$ cat config.mk
export PLATFORM = sky130hd
export DESIGN_NAME = view_update_ctrl
export DESIGN_NICKNAME = d
export VERILOG_FILES = /design/src/rtl/view_update_ctrl.sv
export SDC_FILE = /design/constraint.sdc
export NUM_CORES = 1
export LEC_CHECK = 0
export BUFFER_PORTS_ARGS = -buffer_cell sky130_fd_sc_hd__buf_2
export CAP_MARGIN = 20
export CORE_AREA = 2 2 245 247
export DETAILED_ROUTE_END_ITERATION = 10
export DIE_AREA = 0 0 247 249
export GPL_TIMING_DRIVEN = 0
export PLACE_DENSITY = 0.68
export SYNTH_ARGS = -nofsm -noshare
export SYNTH_HDL_FRONTEND = slang
export SYNTH_SLANG_ARGS = --single-unit
$ cat constraint.sdc
create_clock -name clk_100mhz -period 10.5 [get_ports clk_100mhz]
set_input_delay 2.1 -clock clk_100mhz [delete_from_list [all_inputs] [get_ports clk_100mhz]]
set_output_delay 2.1 -clock clk_100mhz [all_outputs]
set_load 0.1 [all_outputs]
$ cat src/rtl/view_update_ctrl.sv
// View-update sequencer: accumulates pitch/roll/yaw deltas, drives the camera-basis unit and
// presents its result on frame boundaries. Optional build macro: VIEW_PITCH_CLAMP_EN.
module view_update_ctrl #(
    parameter int unsigned ANGLE_W     = 9,
    parameter int unsigned VEC_W       = 32,
    parameter int unsigned TIMEOUT_CYC = 1024,
    parameter int unsigned PITCH_MIN   = 0,
    parameter int unsigned PITCH_MAX   = 90
) (
    input  logic                 clk_100mhz,
    input  logic                 rst_in,
    input  logic                 delta_valid,
    input  logic [3:0]           d_pitch,
    input  logic [3:0]           d_roll,
    input  logic [3:0]           d_yaw,
    output logic [ANGLE_W-1:0]   pitch,
    output logic [ANGLE_W-1:0]   roll,
    output logic [ANGLE_W-1:0]   yaw,
    output logic                 basis_start,
    input  logic                 basis_done,
    input  logic [9*VEC_W-1:0]   basis_in,
    input  logic                 frame_sync,
    output logic [9*VEC_W-1:0]   basis_out,
    output logic                 basis_out_valid,
    output logic                 busy,
    output logic                 timeout_err
);

    localparam int unsigned AW1   = ANGLE_W + 1;
    localparam int unsigned BW    = 9 * VEC_W;
    localparam int unsigned CNT_W = (TIMEOUT_CYC > 1) ? $clog2(TIMEOUT_CYC) : 1;

    localparam logic [CNT_W-1:0]        CNT_LAST  = CNT_W'(TIMEOUT_CYC - 1);
    localparam logic signed [ANGLE_W:0] FULL_TURN = AW1'(360);

    typedef enum logic [1:0] {
        StIdle,
        StStart,
        StWait
    } state_e;

    state_e state_q, state_d;

    logic [ANGLE_W-1:0] wp_q, wp_d;
    logic [ANGLE_W-1:0] wr_q, wr_d;
    logic [ANGLE_W-1:0] wy_q, wy_d;
    logic [ANGLE_W-1:0] pitch_q, roll_q, yaw_q;
    logic               dirty_q, dirty_d;
    logic [CNT_W-1:0]   cnt_q, cnt_d;
    logic               terr_q, terr_d;
    logic [BW-1:0]      pend_q, pend_d;
    logic               pend_valid_q, pend_valid_d;
    logic [BW-1:0]      out_q, out_d;
    logic               out_valid_q, out_valid_d;
    logic               snap_load;
    logic               capture;
    logic               angles_changed;

    // Signed sum of an unsigned angle and a sign-extended 4-bit delta, one bit wider.
    function automatic logic signed [ANGLE_W:0] add_delta(input logic [ANGLE_W-1:0] a,
                                                          input logic [3:0]         d);
        return $signed({1'b0, a}) + $signed({{(ANGLE_W - 3){d[3]}}, d});
    endfunction

    function automatic logic [ANGLE_W-1:0] wrap_add(input logic [ANGLE_W-1:0] a,
                                                    input logic [3:0]         d);
        logic signed [ANGLE_W:0] sum;
        sum = add_delta(a, d);
        if (sum[ANGLE_W]) begin
            sum = sum + FULL_TURN;
        end else if (sum >= FULL_TURN) begin
            sum = sum - FULL_TURN;
        end
        return sum[ANGLE_W-1:0];
    endfunction

`ifdef VIEW_PITCH_CLAMP_EN
    localparam logic signed [ANGLE_W:0] PITCH_LO = AW1'(PITCH_MIN);
    localparam logic signed [ANGLE_W:0] PITCH_HI = AW1'(PITCH_MAX);

    function automatic logic [ANGLE_W-1:0] clamp_add(input logic [ANGLE_W-1:0] a,
                                                     input logic [3:0]         d);
        logic signed [ANGLE_W:0] sum;
        sum = add_delta(a, d);
        if (sum < PITCH_LO) begin
            sum = PITCH_LO;
        end else if (sum > PITCH_HI) begin
            sum = PITCH_HI;
        end
        return sum[ANGLE_W-1:0];
    endfunction
`else
    logic unused_pitch_bounds;
    assign unused_pitch_bounds = ^{PITCH_MIN, PITCH_MAX};
`endif

    // Working-angle accumulation. A request is needed only when some angle really moved,
    // which also covers a clamped pitch that is already sitting on its bound.
    always_comb begin
        wp_d = wp_q;
        wr_d = wr_q;
        wy_d = wy_q;
        if (delta_valid) begin
`ifdef VIEW_PITCH_CLAMP_EN
            wp_d = clamp_add(wp_q, d_pitch);
`else
            wp_d = wrap_add(wp_q, d_pitch);
`endif
            wr_d = wrap_add(wr_q, d_roll);
            wy_d = wrap_add(wy_q, d_yaw);
        end
        angles_changed = (wp_d != wp_q) || (wr_d != wr_q) || (wy_d != wy_q);
    end

    always_comb begin
        state_d   = state_q;
        cnt_d     = cnt_q;
        dirty_d   = dirty_q;
        terr_d    = terr_q;
        snap_load = 1'b0;
        capture   = 1'b0;

        unique case (state_q)
            StIdle: begin
                if (dirty_q) begin
                    state_d   = StStart;
                    dirty_d   = 1'b0;
                    snap_load = 1'b1;
                end
            end
            StStart: begin
                state_d = StWait;
                cnt_d   = '0;
            end
            StWait: begin
                if (basis_done) begin
                    capture = 1'b1;
                    state_d = StIdle;
                end else if (cnt_q == CNT_LAST) begin
                    // Abandon the request and let IDLE retry it.
                    terr_d  = 1'b1;
                    dirty_d = 1'b1;
                    state_d = StIdle;
                end else begin
                    cnt_d = cnt_q + 1'b1;
                end
            end
            default: state_d = StIdle;
        endcase

        // A fresh change always outranks the clear on IDLE->START.
        if (angles_changed) begin
            dirty_d = 1'b1;
        end
    end

    // Commit reads pending before this edge's capture; capture then wins on pending_valid.
    always_comb begin
        pend_d       = pend_q;
        pend_valid_d = pend_valid_q;
        out_d        = out_q;
        out_valid_d  = 1'b0;
        if (frame_sync && pend_valid_q) begin
            out_d        = pend_q;
            out_valid_d  = 1'b1;
            pend_valid_d = 1'b0;
        end
        if (capture) begin
            pend_d       = basis_in;
            pend_valid_d = 1'b1;
        end
    end

    always_ff @(posedge clk_100mhz) begin
        if (!rst_in) begin
            state_q      <= StIdle;
            wp_q         <= '0;
            wr_q         <= '0;
            wy_q         <= '0;
            pitch_q      <= '0;
            roll_q       <= '0;
            yaw_q        <= '0;
            dirty_q      <= 1'b1;
            cnt_q        <= '0;
            terr_q       <= 1'b0;
            pend_q       <= '0;
            pend_valid_q <= 1'b0;
            out_q        <= '0;
            out_valid_q  <= 1'b0;
        end else begin
            state_q      <= state_d;
            wp_q         <= wp_d;
            wr_q         <= wr_d;
            wy_q         <= wy_d;
            dirty_q      <= dirty_d;
            cnt_q        <= cnt_d;
            terr_q       <= terr_d;
            pend_q       <= pend_d;
            pend_valid_q <= pend_valid_d;
            out_q        <= out_d;
            out_valid_q  <= out_valid_d;
            if (snap_load) begin
                pitch_q <= wp_q;
                roll_q  <= wr_q;
                yaw_q   <= wy_q;
            end
        end
    end

    assign pitch           = pitch_q;
    assign roll            = roll_q;
    assign yaw             = yaw_q;
    assign basis_start     = (state_q == StStart);
    assign busy            = (state_q != StIdle);
    assign timeout_err     = terr_q;
    assign basis_out       = out_q;
    assign basis_out_valid = out_valid_q;

endmodule

* Word level (Yosys, flattened, before mapping)
Index checks and enable logic that the tools add are counted.
** Cells by class
- Muxes and demuxes :: 26
- Shift operators :: 0
- Eq/ne operators :: 11
- Div/mod/pow operators :: 0
- Reduce and logical (&&, ||, !) cells :: 13
- $lt $le $gt $ge :: 3
- Bitwise logic cells :: 2
- $mul :: 0
- $add $sub $neg :: 10
** Operators by type and width (number)
- 2-to-1 mux 9 bit :: 9
- adder 10 x 4 -> 10 bit :: 3
- >= comparator 10 bit (second input constant) :: 3
- adder 9 bit (second input constant) :: 3
- inequality test 9 bit :: 3
- subtractor 9 bit (second input constant) :: 3
- 2-to-1 mux 10 bit :: 2
- one-hot mux 10 bit (2 select lines) :: 1
- adder 10 x 1 -> 10 bit (second input constant) :: 1
- equality test 10 bit (second input constant) :: 1
- 2-to-1 mux 1 bit :: 9
- AND reduction 3 bit :: 3
- inequality test 2 bit (second input constant) :: 4
- nonzero test 2 bit :: 4
- 2-to-1 mux 2 bit :: 3
- one-hot mux 2 bit (3 select lines) :: 1
- inequality test 3 bit (second input constant) :: 1
- equality test 2 x 1 -> 1 bit (second input constant) :: 1
- equality test 2 bit (second input constant) :: 1
- zero test 2 bit :: 1
- logical OR 1 bit :: 2
- inverter 1 bit :: 2
- one-hot mux 1 bit (2 select lines) :: 1
- AND reduction 2 bit :: 1
- other kinds (2) :: 2
** Word-level totals
- Word-level logic and storage cells :: 79
- Memories :: 0
- Bits in latches :: 0
- ROM bits :: 0
- Bits in writable memories :: 0
- Output and inout port bits :: 319
- Bits of input ports :: 305
- Register bits :: 646

* Longest topological paths before layout
Gate-level depths: netlist (run 1).
- Depth after elaboration :: 9
- Depth in mapped cells :: 16
- Gate-level depth less buffers :: 16

* Worst setup path after synthesis (run 1)
OpenSTA, ideal clock, no wires.
- Kind :: in2reg
- Start :: input d_roll[0]
- End :: register dirty_q
- Cell stages on the path :: 16
- Arrival :: 5.590 ns
- Setup slack :: 4.777 ns
- Buffers on the path :: 0
- Data required time :: 10.367 ns
- Library setup time :: 0.133 ns
- Cells stage by stage :: ha_1 fa_1 a21o_1 a21o_1 xor2_2 inv_1 ha_1 nor3b_1 nor4_1 nand4_1 a21o_1 a311oi_1 nand4_1 or4_1 o41ai_2 o211ai_1
** Between the ends
- Cells in the longest elaborated chain, start to end :: 9
- Elaborated cells between the ends (all ways) :: 11
- Those cells by class :: add/sub (3); order compare (1); eq/ne (1); mux (3); reduce/logical (3)
** Ends and longest elaborated chain
- start: declaration :: line 14 : input logic [3:0] d_roll,
- adder 10 x 4 -> 10 bit (*) :: line 62 : return $signed({1'b0, a}) + $signed({{(ANGLE_W - 3){d[3]}}, d});
- subtractor 9 bit / >= comparator 10 bit (equally long branches) :: line 72, 71
- 2-to-1 mux 9 bit :: line 71 : end else if (sum >= FULL_TURN) begin
- 2-to-1 mux 9 bit (*) :: line 69 : if (sum[ANGLE_W]) begin
- 2-to-1 mux 9 bit (*) :: line 103 : if (delta_valid) begin
- inequality test 9 bit (*) :: line 112 : angles_changed = (wp_d != wp_q) || (wr_d != wr_q) || (wy_d != wy_q);
- logical OR 1 bit (*) (2 in series) :: line 112
- OR reduction 2 bit (no source line) (*)
- end signal: assignment :: line 195 : dirty_q <= dirty_d;
- end: declaration :: line 48 : logic dirty_q, dirty_d;
Every way passes the cells marked *; elsewhere a longest branch is shown, timed or not.
A chain may end at the register's enable or synchronous reset.

* Worst setup path after layout (run 1)
Ends and elaborated chain as after synthesis.

==> run metrics, run 1 <==
Synth Flop Type dfxtp_1; crit path max fanout 8; outcome complete, no violations; CP max stage delay 0.43 ns; clock latency on the worst-skew pair 0.61 ns; H-tree depth 3; Synth top area share 0.501; final-report max-slew violation count 0; post-route ant nets 0; CP Launch Type input pin; Max VDD drop ~0.15 mV; postcts setup bufs 0; starting DRC count in detailed routing 1446; Area contributors post-synth dfxtp_1 (50%), nand2_1 (18%), a21oi_1 (9.4%), a21boi_0 (4.4%), clkbuf_1 (3.0%); Finished Layout Cells approximately 4800; Fin Setup TNS 0 ns; yosys warns 0; Slew HR 0.290; Num Clock Sinks between 600 and 700; drt drc 0; Achievable Freq about 0.18 GHz; total die area just over 60000 um2; worst-path cell chain buf_2, ha_1, fa_1, a21o_1, a21o_1, xor2_2, inv_1, ha_1, nor3b_1, nor4_1, nand4_1, a21o_1, a311oi_1, nand4_1, or4_1, o41ai_2, o211ai_1; Worst-Margin Slew 1.07 ns; max_cap viols 0; CP Capture Type flop; worst setup path class input pin to flop; Fin. Hold Viols 0; CP Data Arrival Time 6.17 ns; Final Cycle Share 0.542; initial antenna violation count 32; GRT Residual Overflow 0; Final HPWL DP between 60000 and 70000 um; clk slew on worst S/H paths approximately 0.060 ns; Leakage 12.8 nW; clk buf depth 3; global-route usage over all layers 0.272; critical path's top delay family compound AO/OA/AOI/OAI gates; number of flops mapped to enable cells by yosys 0; CTS buffer count about 70; most numerous cell in the Yosys netlist nand2_1; Initial Utilization 0.440; Synth Net Count between 3000 and 4000; cts hold-fix bufs 0; Final Skew 0.0114 ns; flops & latches, synth 646; Seq/Total Area, Yosys 0.501; Inst Count DP about 4600; P&R area growth vs syn 25.1%; number of cell rows between 80 and 90; routed len/inst between 15 and 20 um; min Tclk post-route ~5.7 ns; power per standard cell area about 220 nW/um2; Detailed Routing Iterations Pass 1 8; RSZ-0062 raised after global routing false; clk root buf clkbuf_16; Nets 4281; Port Buffers around 620; gp weighted congestion between 0.9 and 1; vias between 20000 and 25000; total chip power around 7.1 mW; I/O pin total around 620; core area about 59000 um2; number of global-route vias before repair 22556; share of synthesized registers carrying an async set or reset 0; largest net degree at the start of global routing 14; Worst Path Required 10.98 ns; Commonest cells post-synth nand2_1 (1249), dfxtp_1 (646), a21oi_1 (485); worst path bufs/invs 2; Die Span Y 249 um; area leader, netlist dfxtp_1; CTS tree yes; most frequent CP cell a21o_1; Synth Instances 3246; DR vias/cell a little over 5; Netlist cell types 89; share of cells above drive strength 1 0.193; final WL 87300 um; cell area after synthesis around 26000 um2; Post-CTS Resized 0; synthesized area per cell just under 8 um2; Finished Core Util 0.551; die width ~250 um; first-pass GRT wire length roughly 130000 um; Hold Crit Class flop to flop; critical path's slowest cell or4_1; Final setup viols 0
## cells by family (layout without fill, tap and decap cells)
logic type                 Yosys count  count (layout)  synth area share
muxes                               20              20           0.00775
adders and majority gates           37              37            0.0188
and+or+nand+nor                   1440            1440             0.223
xor gates and xnor gates            60              60            0.0246
DFF                                646             646             0.501
AOI/OAI and AO/OA                  792             792             0.187
buffers and inverters              251             999            0.0372
other                                0              21                 0
## cell type report
type	instances	area, um2
Clock inverter	22	317
Inverter	25	93.8
Timing Repair Buffer	622	3120
Tap cell	773	967
Fill cell	5648	26400
Antenna cell	21	52.6
Clock buffer	104	2030
Buffer	226	867
Sequential cell	646	12900
Multi-Input combinational cell	2349	11900
## where the power goes
part	switching (mW)	leakage, nW	internal (mW)
Combinational	1.25	6.43	0.666
Sequential	0.101	5.22	2.58
Clock	1.04	1.15	1.48
## worst register-to-register path: cells and delay by family, from the launching register on
family	cells	cell delay [ns]
fa+ha+maj	3	1.02
flops	1	0.35
compound gates	6	1.37
xor+xnor	1	0.40
buf+inv	1	0.12
simple gates	5	1.05
## flip-flops by register name (all words and copies together) (netlist names), 2 cells and up
register and flops:
cnt_q 10, pend_q 288, yaw 9, wp_q 9
pitch 9, state_q 2, roll 9, basis_out 288
wy_q 9, wr_q 9
## cells in the final DEF (no fill, tap or decap), types with 14 or more instances in the layout
cell,n
xnor2_1,31
o21ai_0,30
clkbuf_16,71
diode_2,21
a21oi_1,485
dfxtp_1,646
ha_1,34
a21boi_0,153
buf_1,14
nor2_1,55
mux2i_1,20
clkbuf_1,224
buf_2,627
nand3_1,16
nand2_1,1249
inv_1,24
xor2_1,17
nor3_1,18
## metal layers
layer,part of all wire,vias to the layer above,global-route usage
met3,0.075,175,0.0724
met1,0.42,11354,0.339
met5,0.0021,-,0
li1,-,12175,-
met2,0.47,736,0.441
met4,0.038,24,0.119
## final timing paths
kind | start | endpoint | slack [ns] | cells after the start
max | d_roll[0] | dirty_q | 4.81 | 17
min | pend_q[68] | basis_out[68] | 0.45 | 2
max reg2reg | wr_q[0] | dirty_q | 6.06 | 16
min reg2reg | pend_q[68] | basis_out[68] | 0.45 | 2
## metrics by stage
stage | hold WS, ns | worst slack, ns | instance area (um2)
6_report | 0.446 | 4.81 | 32300
5_1_grt | 0.460 | 4.46 | 32300
2_1_floorplan | 0.432 | 4.78 | 25800
3_5_place_dp | 0.442 | 4.23 | 29900
4_1_cts | 0.444 | 4.85 | 32300
3_3_place_gp | 0.438 | 4.25 | 29900
No activity file was read; power rests on OpenSTA's default activity.
==> run 2: changes to the inputs <==
CORE_AREA = 2 2 242 244   (was 2 2 245 247)
DIE_AREA = 0 0 244 246   (was 0 0 247 249)
PLACE_DENSITY = 0.72   (was 0.68)
clock period = 5.2 ns   (was 10.5 ns; I/O delays follow)
==> run metrics, run 2 (synthesized netlist as in run 1, its figures left out) <==
most frequent CP cell a21o_1; number of cell rows slightly below 90; most frequent cells in the layout nand2_1 (1249), dfxtp_1 (646), buf_2 (627), a21oi_1 (485), clkbuf_1 (220); Post-CTS Resized 0; max_cap viols 0; initial antenna violation count 19; Detailed Routing Iterations Pass 1 5; Final HPWL DP between 60000 and 70000 um; CP Data Arrival Time approximately 5.0 ns; Final Skew about 0.02 ns; Nets ~4300; final-report max-slew violation count 0; share of cells above drive strength 1 0.194; clock latency on the worst-skew pair just over 0.6 ns; Slew HR 0.268; reg-to-reg startpoint wr_q[0]; Achievable Freq 0.218 GHz; Hold Crit Start pend_q[165]; min Tclk post-route about 4.6 ns; Max VDD drop around 0.31 mV; CTS tree yes; CP max stage delay between 0.4 and 0.5 ns; clk slew on worst S/H paths ~0.06 ns; GRT Residual Overflow 0; crit path max fanout 8; CTS buffer count 69; Num Clock Sinks roughly 650; RSZ-0062 raised after global routing false; postcts setup bufs 0; met3 wire length between 5000 and 6000 um; worst setup path class input pin to flop; highest metal used met5; number of global-route vias before repair 22644; Final Cycle Share 0.882; Fin. Hold Viols 0; routed len/inst between 15 and 20 um; Leakage between 10 and 15 nW; Port Buffers roughly 620; die width approximately 240 um; outcome complete, no violations; DR vias/cell ~5.2; Metal-1 WL 36600 um; met2 WL post-DR 41800 um; Finished Core Util 0.562; critical path's slowest cell or4_1; worst path bufs/invs 2; gp weighted congestion between 0.9 and 1; first-pass GRT wire length approximately 130000 um; H-tree depth 3; final WL roughly 88000 um; cts hold-fix bufs 0; commonest non-fill, non-tap cell in the layout nand2_1; Die Span Y ~250 um; drt drc 0; total die area roughly 60000 um2; vias around 25000; Worst Path Required roughly 5.7 ns; Worst-Margin Slew about 1.1 ns; PnR worst setup slack approximately 0.61 ns; critical path's top delay family compound AO/OA/AOI/OAI gates; pre-CTS setup slack between 0.03 and 0.04 ns; core area around 57000 um2; clk buf depth 3; Hold Crit Class flop to flop; largest net degree at the start of global routing 15; crit path from d_roll[0]; power per standard cell area 442 nW/um2; worst-path cell chain buf_2, ha_1, fa_1, a21o_1, a21o_1, xor2_2, inv_1, ha_1, nor3b_1, nor4_1, nand4_1, a21o_1, a311oi_1, nand4_1, or4_1, o41ai_2, o211ai_1; clk root buf clkbuf_16; Initial Utilization 0.450; global-route usage over all layers 0.278; CP Capture Type flop; Fin Setup TNS 0 ns; post-route ant nets 0; I/O pin total 624; P&R area growth vs syn 24.8%; starting DRC count in detailed routing approximately 1500; CP Launch Type input pin; Final setup viols 0
## run 2: cell types whose count changed in the layout (fill, tap and decap cells not counted), moves of 2 or more
cell	delta
clkbuf_1	-4
clkinv_2	+2
clkinvlp_4	+4
diode_2	-2
## run 2: metrics by stage
step           area, um2  hold slack (ns)  instances  power, mW
6_report           32200            0.437       4776       14.3
3_5_place_dp       29900            0.441       4632       9.32
3_3_place_gp       29900            0.436       4632       9.28
5_1_grt            32200            0.456       4768       14.9
2_1_floorplan      25800            0.432       3246       8.35
4_1_cts            32200            0.441       4757       14.3
## run 2: layout make-up
type | count | area (um2)
antenna | 19 | 47.5
buffer | 226 | 867
clock buffer | 98 | 1980
clock inverter | 27 | 323
fill | 5435 | 25100
inverter | 25 | 93.8
multi-input combinational | 2349 | 11900
sequential | 646 | 12900
tap | 765 | 957
timing repair buffer | 621 | 3110
## run 2: worst paths after layout
check	slack, ns	end	cells after the start
max reg2reg	0.81	dirty_q	16
min	0.44	basis_out[165]	2
min reg2reg	0.44	basis_out[165]	2
max	0.61	dirty_q	17
## run 2: routing by layer
metal  global-route usage  vias to the layer above
li1                     -                    12175
met3               0.0508                      184
met4                0.115                       10
met2                0.467                      842
met5                    0                        -
met1                0.351                    11551
## run 2: worst reg2reg max path: stages, from the launching register on
cell	delay [ns]
dfxtp_1	0.35
ha_1	0.23
fa_1	0.41
a21o_1	0.22
a21o_1	0.21
xor2_2	0.40
inv_1	0.12
ha_1	0.40
nor3b_1	0.21
nor4_1	0.18
nand4_1	0.12
a21o_1	0.17
a311oi_1	0.21
nand4_1	0.11
or4_1	0.42
o41ai_2	0.35
o211ai_1	0.16
## run 2: report_power, final
part           internal [mW]  switching, mW  leakage [nW]
Clock                   2.88           2.08          1.12
Sequential              5.20          0.209          5.22
Combinational           1.34           2.54          6.42
Total                   9.43           4.83          12.8
